### config.mk
export PLATFORM = sky130hd
export DESIGN_NAME = multicycle_control_flat
export DESIGN_NICKNAME = d
export VERILOG_FILES = /design/src/rtl/multicycle_control_pkg.sv /design/src/rtl/multicycle_control_if.sv /design/src/rtl/multicycle_control_alu_decoder.sv /design/src/rtl/multicycle_control.sv /design/src/flat_wrapper.sv
export SDC_FILE = /design/constraint.sdc
export NUM_CORES = 1
export LEC_CHECK = 0
export CAP_MARGIN = 40
export CORE_MARGIN = 2
export CORE_UTILIZATION = 39
export CTS_BUF_LIST = sky130_fd_sc_hd__clkbuf_4 sky130_fd_sc_hd__clkbuf_8
export DETAILED_ROUTE_END_ITERATION = 8
export PLACE_DENSITY = 0.79
export SETUP_SLACK_MARGIN = 0.05
export SLEW_MARGIN = 40
export SYNTH_ARGS = -nofsm -noshare
export SYNTH_HDL_FRONTEND = slang
export SYNTH_HIERARCHICAL = 1
export SYNTH_SLANG_ARGS = --single-unit
### constraint.sdc
create_clock -name clk -period 3.1 [get_ports clk]
set_input_delay 0.775 -clock clk [delete_from_list [all_inputs] [get_ports clk]]
set_output_delay 0.775 -clock clk [all_outputs]
set_load 0.005 [all_outputs]
### src/rtl/multicycle_control_pkg.sv
// Shared encodings for the multicycle MIPS controller: opcodes, funct codes, FSM states,
// ALU op/control codes, datapath select values and the packed control word.
package multicycle_control_pkg;

    localparam int STATE_W   = 4;
    localparam int ALUCTRL_W = 3;

    localparam logic [5:0] OP_RTYPE = 6'h00;
    localparam logic [5:0] OP_LW    = 6'h23;
    localparam logic [5:0] OP_SW    = 6'h2B;
    localparam logic [5:0] OP_BEQ   = 6'h04;
    localparam logic [5:0] OP_ADDI  = 6'h08;
    localparam logic [5:0] OP_J     = 6'h02;

    localparam logic [5:0] FN_ADD = 6'h20;
    localparam logic [5:0] FN_SUB = 6'h22;
    localparam logic [5:0] FN_AND = 6'h24;
    localparam logic [5:0] FN_OR  = 6'h25;
    localparam logic [5:0] FN_SLT = 6'h2A;

    localparam logic [STATE_W-1:0] S_FETCH   = 4'd0;
    localparam logic [STATE_W-1:0] S_DECODE  = 4'd1;
    localparam logic [STATE_W-1:0] S_MEMADR  = 4'd2;
    localparam logic [STATE_W-1:0] S_MEMRD   = 4'd3;
    localparam logic [STATE_W-1:0] S_MEMWB   = 4'd4;
    localparam logic [STATE_W-1:0] S_MEMWR   = 4'd5;
    localparam logic [STATE_W-1:0] S_EXECUTE = 4'd6;
    localparam logic [STATE_W-1:0] S_ALUWB   = 4'd7;
    localparam logic [STATE_W-1:0] S_BRANCH  = 4'd8;
    localparam logic [STATE_W-1:0] S_ADDIEX  = 4'd9;
    localparam logic [STATE_W-1:0] S_ADDIWB  = 4'd10;
    localparam logic [STATE_W-1:0] S_JUMP    = 4'd11;

    // ALUOp zero means add, so states that leave the ALU idle still present a defined add code.
    localparam logic [1:0] ALUOP_ADD   = 2'b00;
    localparam logic [1:0] ALUOP_SUB   = 2'b01;
    localparam logic [1:0] ALUOP_FUNCT = 2'b10;

    localparam logic [ALUCTRL_W-1:0] ALUC_AND = 3'b000;
    localparam logic [ALUCTRL_W-1:0] ALUC_OR  = 3'b001;
    localparam logic [ALUCTRL_W-1:0] ALUC_ADD = 3'b010;
    localparam logic [ALUCTRL_W-1:0] ALUC_SUB = 3'b110;
    localparam logic [ALUCTRL_W-1:0] ALUC_SLT = 3'b111;

    localparam logic [1:0] SRCB_REGB   = 2'b00;
    localparam logic [1:0] SRCB_FOUR   = 2'b01;
    localparam logic [1:0] SRCB_IMM    = 2'b10;
    localparam logic [1:0] SRCB_IMMSH2 = 2'b11;

    localparam logic [1:0] PCSRC_ALURES = 2'b00;
    localparam logic [1:0] PCSRC_ALUOUT = 2'b01;
    localparam logic [1:0] PCSRC_JUMP   = 2'b10;

    typedef struct packed {
        logic       mem_write;
        logic       iord;
        logic       ir_write;
        logic       pc_write_uncond;
        logic       branch;
        logic [1:0] pc_src;
        logic       reg_write;
        logic       reg_dst;
        logic       mem_to_reg;
        logic       alu_src_a;
        logic [1:0] alu_src_b;
        logic [1:0] alu_op;
    } ctrl_t;

    function automatic logic op_supported(input logic [5:0] op);
        return (op == OP_RTYPE) || (op == OP_LW) || (op == OP_SW) ||
               (op == OP_BEQ) || (op == OP_ADDI) || (op == OP_J);
    endfunction

endpackage

### src/rtl/multicycle_control_if.sv
// Controller <-> datapath/memory bundle: instruction fields and zero flag in, strobes and selects out.
// master = controller side, slave = datapath side.
interface multicycle_control_if;

    logic [5:0]                                     opcode;
    logic [5:0]                                     funct;
    logic                                           zero;
    logic                                           MemWrite;
    logic                                           IorD;
    logic                                           IRWrite;
    logic                                           PCWrite;
    logic [1:0]                                     PCSrc;
    logic                                           RegWrite;
    logic                                           RegDst;
    logic                                           MemtoReg;
    logic                                           ALUSrcA;
    logic [1:0]                                     ALUSrcB;
    logic [multicycle_control_pkg::ALUCTRL_W-1:0]   ALUControl;
    logic                                           illegal_op;
    logic [multicycle_control_pkg::STATE_W-1:0]     state;

    modport master (
        input  opcode, funct, zero,
        output MemWrite, IorD, IRWrite, PCWrite, PCSrc, RegWrite, RegDst, MemtoReg,
               ALUSrcA, ALUSrcB, ALUControl, illegal_op, state
    );

    modport slave (
        output opcode, funct, zero,
        input  MemWrite, IorD, IRWrite, PCWrite, PCSrc, RegWrite, RegDst, MemtoReg,
               ALUSrcA, ALUSrcB, ALUControl, illegal_op, state
    );

endinterface

### src/rtl/multicycle_control_alu_decoder.sv
// ALU decoder: ALUOp + funct -> ALUControl, flagging unsupported R-type funct codes.
// Purely combinational, zero latency; no backpressure.
module multicycle_control_alu_decoder
    import multicycle_control_pkg::*;
(
    input  logic [1:0]           alu_op,
    input  logic [5:0]           funct,
    output logic [ALUCTRL_W-1:0] alu_control,
    output logic                 illegal_funct
);

    always_comb begin
        alu_control   = ALUC_ADD;
        illegal_funct = 1'b0;
        case (alu_op)
            ALUOP_ADD: alu_control = ALUC_ADD;
            ALUOP_SUB: alu_control = ALUC_SUB;
            ALUOP_FUNCT: begin
                case (funct)
                    FN_ADD:  alu_control = ALUC_ADD;
                    FN_SUB:  alu_control = ALUC_SUB;
                    FN_AND:  alu_control = ALUC_AND;
                    FN_OR:   alu_control = ALUC_OR;
                    FN_SLT:  alu_control = ALUC_SLT;
                    // Unknown funct still computes an add so the datapath stays defined.
                    default: begin
                        alu_control   = ALUC_ADD;
                        illegal_funct = 1'b1;
                    end
                endcase
            end
            default: alu_control = ALUC_ADD;
        endcase
    end

endmodule

### src/rtl/multicycle_control.sv
// Multicycle MIPS main controller: Moore FSM driving memory strobes and all datapath enables/selects.
// Latency 3 (beq/j), 4 (R/sw/addi) or 5 (lw) cycles per instruction; no backpressure, steps every clk.
module multicycle_control
    import multicycle_control_pkg::*;
(
    input  logic                 clk,
    input  logic                 reset,
    multicycle_control_if.master ctl
);

    logic [STATE_W-1:0]   state_q;
    logic [STATE_W-1:0]   state_d;
    logic [STATE_W-1:0]   dec_state;
    ctrl_t                ctrl;
    logic [ALUCTRL_W-1:0] alu_control;
    logic                 illegal_funct;

    always_ff @(posedge clk) begin
        if (reset) begin
            state_q <= S_FETCH;
        end else begin
            state_q <= state_d;
        end
    end

    always_comb begin
        state_d = S_FETCH;
        case (state_q)
            S_FETCH: state_d = S_DECODE;
            S_DECODE: begin
                case (ctl.opcode)
                    OP_LW, OP_SW: state_d = S_MEMADR;
                    OP_RTYPE:     state_d = S_EXECUTE;
                    OP_BEQ:       state_d = S_BRANCH;
                    OP_ADDI:      state_d = S_ADDIEX;
                    OP_J:         state_d = S_JUMP;
                    default:      state_d = S_FETCH;
                endcase
            end
            S_MEMADR:  state_d = (ctl.opcode == OP_SW) ? S_MEMWR : S_MEMRD;
            S_MEMRD:   state_d = S_MEMWB;
            S_EXECUTE: state_d = S_ALUWB;
            S_ADDIEX:  state_d = S_ADDIWB;
            default:   state_d = S_FETCH;
        endcase
    end

    // Under reset the selects show their FETCH values; the strobes are masked separately below.
    assign dec_state = reset ? S_FETCH : state_q;

    always_comb begin
        ctrl = '0;
        case (dec_state)
            S_FETCH: begin
                ctrl.ir_write        = 1'b1;
                ctrl.pc_write_uncond = 1'b1;
                ctrl.alu_src_b       = SRCB_FOUR;
                ctrl.pc_src          = PCSRC_ALURES;
            end
            S_DECODE: begin
                ctrl.alu_src_b = SRCB_IMMSH2;
            end
            S_MEMADR: begin
                ctrl.alu_src_a = 1'b1;
                ctrl.alu_src_b = SRCB_IMM;
            end
            S_MEMRD: begin
                ctrl.iord = 1'b1;
            end
            S_MEMWB: begin
                ctrl.mem_to_reg = 1'b1;
                ctrl.reg_write  = 1'b1;
            end
            S_MEMWR: begin
                ctrl.iord      = 1'b1;
                ctrl.mem_write = 1'b1;
            end
            S_EXECUTE: begin
                ctrl.alu_src_a = 1'b1;
                ctrl.alu_src_b = SRCB_REGB;
                ctrl.alu_op    = ALUOP_FUNCT;
            end
            S_ALUWB: begin
                ctrl.reg_dst   = 1'b1;
                ctrl.reg_write = 1'b1;
            end
            S_BRANCH: begin
                ctrl.alu_src_a = 1'b1;
                ctrl.alu_src_b = SRCB_REGB;
                ctrl.alu_op    = ALUOP_SUB;
                ctrl.pc_src    = PCSRC_ALUOUT;
                ctrl.branch    = 1'b1;
            end
            S_ADDIEX: begin
                ctrl.alu_src_a = 1'b1;
                ctrl.alu_src_b = SRCB_IMM;
            end
            S_ADDIWB: begin
                ctrl.reg_write = 1'b1;
            end
            S_JUMP: begin
                ctrl.pc_src          = PCSRC_JUMP;
                ctrl.pc_write_uncond = 1'b1;
            end
            default: ctrl = '0;
        endcase
    end

    multicycle_control_alu_decoder u_alu_dec (
        .alu_op        (ctrl.alu_op),
        .funct         (ctl.funct),
        .alu_control   (alu_control),
        .illegal_funct (illegal_funct)
    );

    // Memory writes combinationally, so every strobe is gated by reset to abort in-flight work cleanly.
    assign ctl.MemWrite   = ctrl.mem_write & ~reset;
    assign ctl.IRWrite    = ctrl.ir_write  & ~reset;
    assign ctl.RegWrite   = ctrl.reg_write & ~reset;
    assign ctl.PCWrite    = (ctrl.pc_write_uncond | (ctrl.branch & ctl.zero)) & ~reset;
    assign ctl.IorD       = ctrl.iord;
    assign ctl.PCSrc      = ctrl.pc_src;
    assign ctl.RegDst     = ctrl.reg_dst;
    assign ctl.MemtoReg   = ctrl.mem_to_reg;
    assign ctl.ALUSrcA    = ctrl.alu_src_a;
    assign ctl.ALUSrcB    = ctrl.alu_src_b;
    assign ctl.ALUControl = alu_control;
    assign ctl.illegal_op = ~reset &
                            (((dec_state == S_DECODE) & ~op_supported(ctl.opcode)) |
                             ((dec_state == S_EXECUTE) & illegal_funct));
    assign ctl.state      = state_q;

endmodule

### src/flat_wrapper.sv
// flat-port wrapper written by rule: the top's interface ports become plain ports
module multicycle_control_flat import multicycle_control_pkg::*;
  (clk, reset, ctl_opcode, ctl_funct, ctl_zero, ctl_MemWrite, ctl_IorD, ctl_IRWrite, ctl_PCWrite, ctl_PCSrc, ctl_RegWrite, ctl_RegDst, ctl_MemtoReg, ctl_ALUSrcA, ctl_ALUSrcB, ctl_ALUControl, ctl_illegal_op, ctl_state);
  multicycle_control_if ctl_i ();
  input  logic clk;
  input  logic reset;
  input wire logic [$bits(ctl_i.opcode)-1:0] ctl_opcode;
  input wire logic [$bits(ctl_i.funct)-1:0] ctl_funct;
  input wire logic [$bits(ctl_i.zero)-1:0] ctl_zero;
  output wire logic [$bits(ctl_i.MemWrite)-1:0] ctl_MemWrite;
  output wire logic [$bits(ctl_i.IorD)-1:0] ctl_IorD;
  output wire logic [$bits(ctl_i.IRWrite)-1:0] ctl_IRWrite;
  output wire logic [$bits(ctl_i.PCWrite)-1:0] ctl_PCWrite;
  output wire logic [$bits(ctl_i.PCSrc)-1:0] ctl_PCSrc;
  output wire logic [$bits(ctl_i.RegWrite)-1:0] ctl_RegWrite;
  output wire logic [$bits(ctl_i.RegDst)-1:0] ctl_RegDst;
  output wire logic [$bits(ctl_i.MemtoReg)-1:0] ctl_MemtoReg;
  output wire logic [$bits(ctl_i.ALUSrcA)-1:0] ctl_ALUSrcA;
  output wire logic [$bits(ctl_i.ALUSrcB)-1:0] ctl_ALUSrcB;
  output wire logic [$bits(ctl_i.ALUControl)-1:0] ctl_ALUControl;
  output wire logic [$bits(ctl_i.illegal_op)-1:0] ctl_illegal_op;
  output wire logic [$bits(ctl_i.state)-1:0] ctl_state;
  assign ctl_i.opcode = ctl_opcode;
  assign ctl_i.funct = ctl_funct;
  assign ctl_i.zero = ctl_zero;
  assign ctl_MemWrite = ctl_i.MemWrite;
  assign ctl_IorD = ctl_i.IorD;
  assign ctl_IRWrite = ctl_i.IRWrite;
  assign ctl_PCWrite = ctl_i.PCWrite;
  assign ctl_PCSrc = ctl_i.PCSrc;
  assign ctl_RegWrite = ctl_i.RegWrite;
  assign ctl_RegDst = ctl_i.RegDst;
  assign ctl_MemtoReg = ctl_i.MemtoReg;
  assign ctl_ALUSrcA = ctl_i.ALUSrcA;
  assign ctl_ALUSrcB = ctl_i.ALUSrcB;
  assign ctl_ALUControl = ctl_i.ALUControl;
  assign ctl_illegal_op = ctl_i.illegal_op;
  assign ctl_state = ctl_i.state;
  multicycle_control u_core (.clk(clk), .reset(reset), .ctl(ctl_i));
endmodule
# After elaboration in Yosys (flattened, before gate mapping)
# Index checks and enable logic that the tools add are counted.
[classes] bitwise_logic=12 muxes=20 n_eq_ne=28 reduce_logical=15
[ops] cell="6-bit == test (second input constant)" count=7
[ops] cell="4-bit case mux with 6 select lines" count=1
[ops] cell="4-bit by 3-bit == test with 1-bit output (second input constant)" count=5
[ops] cell="4-bit == test (second input constant)" count=5
[ops] cell="4-bit case mux with 5 select lines" count=1
[ops] cell="4-bit by 2-bit == test with 1-bit output (second input constant)" count=4
[ops] cell="3-bit case mux with 4 select lines" count=1
[ops] cell="1-bit two-way mux" count=11
[ops] cell="1-bit bitwise AND" count=8
[ops] cell="4-bit by 1-bit == test with 1-bit output (second input constant)" count=2
[ops] cell="4-bit zero test" count=2
[ops] cell="2-bit case mux with 2 select lines" count=2
[ops] cell="2-bit OR reduction" count=4
[ops] cell="6-bit by 2-bit == test with 1-bit output (second input constant)" count=1
[ops] cell="6-bit by 3-bit == test with 1-bit output (second input constant)" count=1
[ops] cell="6-bit by 4-bit == test with 1-bit output (second input constant)" count=1
[ops] cell="6-bit zero test" count=1
[ops] cell="2-bit case mux with 3 select lines" count=1
[ops] cell="3-bit case mux with 2 select lines" count=1
[ops] cell="1-bit logical OR" count=5
[ops] cell="5-bit OR reduction" count=1
[ops] cell="4-bit two-way mux" count=1
[ops] cell="4-bit OR reduction" count=1
[ops] cell="3-bit two-way mux" count=1
[ops] cell="other kinds (5)" count=7
[totals] reg_bits=4 inputBits=15 output_inout_bits=20 elab_cells=76

# Longest topological paths before layout
[logic_depth] ltp_word=10 ltp_mapped=9

# Cells and area by module
# Netlist, hierarchy kept.
[modules_own_cells] module="multicycle_control" area_per_inst_um2=483.0 instances=1 seq_area_each_um2=80.1 cells_each=73
[modules_own_cells] module="multicycle_control_alu_decoder" area_per_inst_um2=148.9 instances=1 seq_area_each_um2=0.0 cells_each=20

# Least setup slack after synthesis
# OpenSTA, ideal clock, no wires.
[synth_timing] kind="input to output" from="input reset" to="output ctl_ALUControl[2]" path_stages=7 t_required_ps=2325 slack_ps=303 n_path_buf=1 t_arrival_ps=2022 cell_sequence="clkbuf_1 -> nor2_1 -> nand2_1 -> nor2_1 -> ha_1 -> nor2b_1 -> a32o_1"
[synth_rtl] element="from (decl)" line_no="flat_wrapper.sv:6" rtl="input logic reset;"
[synth_rtl] element="to (decl)" line_no="flat_wrapper.sv:20" rtl="output wire logic [$bits(ctl_i.ALUControl)-1:0] ctl_ALUControl;"

==> summary.md <==
| Metric | Value |
|---|---|
| Placed cell count | 154 |
| Die ar. | 1960 sq um |
| Synth area leader | dfxtp_1 |
| Worst Path Arrival | 2.23 ns |
| Hold Vio Cnt, Final | 0 |
| Global-route wire length before repair | 3.63 mm |
| Congestion Overflow GR | 0 |
| Synth Area in Simple Gates | 0.394 |
| Post-synth EDFFs | 0 |
| Peak supply drop | 0.156 mV |
| Place WS | -0.388 ns |
| Fillcell total | 121 |
| Total power | 0.207 mW |
| Fmax | 333 MHz |
| Synth Area in XOR/XNOR | 0.0416 |
| Vias in the first global route | 852 |
| Final HPWL DP | 1.62 mm |
| Total routed wirelength | 2.28 mm |
| Post-Route Utilization | 0.782 |
| Worst-margin pin slew | 0.300 ns |
| Starting density of the core | 0.419 |
| Final net count | 162 |
| Tot GR Track Use | 0.241 |
| Slew Limit Fails | 0 |
| # rows | 14 |
| Storage element area | 80.1 sq um |
| P_leak | 0.512 nW |
| Pwr Density | 175 nW/um^2 |
| Yosys warnings | 6 |
| Post-synthesis register bit count | 4 |
| Share of cells above drive strength 1 | 0.287 |
| TNS Setup | 0 ns |
| Largest family of logic cells by synthesized area | simple AND/OR/NAND/NOR gates |
| Synth top area cells | dfxtp_1, nor2_1, nor3_1 |
| CTS Buf Count | 3 |
| Synth Area per Inst | 6.79 sq um |
| CP endpoint kind | output pin |
| Post-synth top area share | 0.127 |
| Outcome | finished, final reports clean |
| Root Buffer | clkbuf_4 |
| Setup violators final | 0 |
| Sequential element share of the synthesized area | 0.127 |
| Crit share post-route | 0.969 |
| GPL Wtd Cong | 0.855 |
| Final worst slack | 0.0971 ns |
| Iteration-0 DRC Markers | 34 |
| Synth Area in Adders | 0.0396 |
| Die Ht | 44.3 um |
| Area delta synth->final | 86.5% |
| Number of port buffers | 34 |
| Critical path type | input port to output pin |
| Placed Area | 1090 sq um |
| Io pins | 35 |
| Largest net degree at the start of global routing | 16 |
| Vias per cell | 5.50 |
| Vias | 874 |
| Mapped Nets | 110 |
| DR pass1 iterations | 4 |
| Async set-reset flop share out of synthesis | 0 |
| Post-route cell area | 1180 sq um |
| Setup crit start kind | input port |
| Hold buffers post-CTS | 0 |
| RSZ-0062 raised after global routing | true |
| Hold Crit Class | register to register |
| Synth cell types | 36 |
| Setup Skew | 0.00171 ns |
| Core ar. | 1510 sq um |
| Hold WS | 0.656 ns |
| Crit path time final | 3.00 ns |
| Multi-input gate area | 528 sq um |
| Clk buf depth | 2 |
| Reg clk slew, reported paths | 0.04 ns |
| Mapped Cells | 93 |
| Number of flip-flops in the largest register | 4 |
| Htree depth | 1 |
| Clk_lat worst skew | 0.24 ns |
| Die Wd | 44.3 um |
| Critical Path Fanout Max | 4 |
| Worst endpoint required time | 2.32 ns |
| Post-route insts no fill | 159 |
| Initial antenna violation count | 0 |
| Ant diodes | 0 |
| Most used DFF post-synth | dfxtp_1 |
| Avg WL per Cell | 14.3 um |
| CTS tree | done |
| Commonest cells post-synth | nor2_1, nor3_1, inv_1, a21oi_1 |
| Clock Sinks | 4 |
| Syn Std Cell Area | 632 sq um |
| Maximum capacitance violations | 0 |
| Synth Area in Compound Gates | 0.259 |
| Slew HR | 0.800 |
| Most numerous cell in the Yosys netlist | nor2_1 |
| Drt drc | 0 |
| Multiplexer area fraction after synthesis | 0.0158 |
| Post-route ant nets | 0 |
[cells by family (layout without fill, tap and decap cells)]
logic type | count (synthesis) | after routing
flops | 4 | 4
fa+ha+maj | 2 | 2
compound gates | 23 | 23
mux | 1 | 1
buf+inv | 16 | 66
simple gates | 44 | 44
xor+xnor | 3 | 3
[critical path, stage by stage]
cell	delay, ns
clkdlybuf4s15_2	0.22
nor2_4	0.10
nand2_2	0.09
nor2_4	0.16
ha_4	0.17
buf_4	0.10
o211a_1	0.13
clkdlybuf4s50_1	0.49
[report_power, final]
group / total [mW] / internal (mW) / switching, mW
combinational: 0.0831 / 0.0475 / 0.0356
clock: 0.0684 / 0.0436 / 0.0248
sequential: 0.0553 / 0.0533 / 0.00201
total: 0.207 / 0.144 / 0.0624
[layout by cell type (no fill, tap or decap), drive strengths merged, types with 2 or more instances in the layout]
master,instances
and3,3
nor2b,2
clkdlybuf4s50,26
a21oi,5
o21ai,4
buf,24
nand2,4
ha,2
dlygate4sd2,5
a211oi,4
nand2b,4
xor2,2
a32o,2
or3,3
clkbuf,3
inv,6
dfxtp,4
o211a,2
nor2,12
and4bb,2
nor3,8
[final cells by class]
class,count,share of cell area
multi-input combinational,73,0.448
timing repair buffer,57,0.429
sequential,4,0.0679
clock buffer,3,0.0191
inverter,6,0.0191
tap,16,0.0170
[layer usage]
layer | up-vias | share of wire | track usage | wire [um]
met4 | 0 | 0 | 0.0727 | 0
li1 | 441 | - | - | -
met1 | 404 | 0.42 | 0.314 | 956
met2 | 29 | 0.52 | 0.415 | 1180
met5 | - | 0 | 0 | 0
met3 | 0 | 0.060 | 0.0286 | 137
[worst paths after layout]
kind	start	endpoint	slack, ns	depth (start not counted)
worst min-delay path	u_core/ctl.state[0]	u_core/ctl.state[0]	0.66	2
worst min register to register	u_core/ctl.state[0]	u_core/ctl.state[0]	0.66	2
worst max register to register	u_core/ctl.state[0]	u_core/ctl.state[1]	1.69	4
worst max-delay path	reset	ctl_ALUControl[0]	0.1	8
[what timing repair did]
action | in CTS | in global routing
endpoints found under the setup margin | 4 | 3
buffers inserted | 1 | 1
pin swaps | 7 | 4
gates resized for setup | 18 | 7
Note: power is estimated with default switching activity, not from simulation.
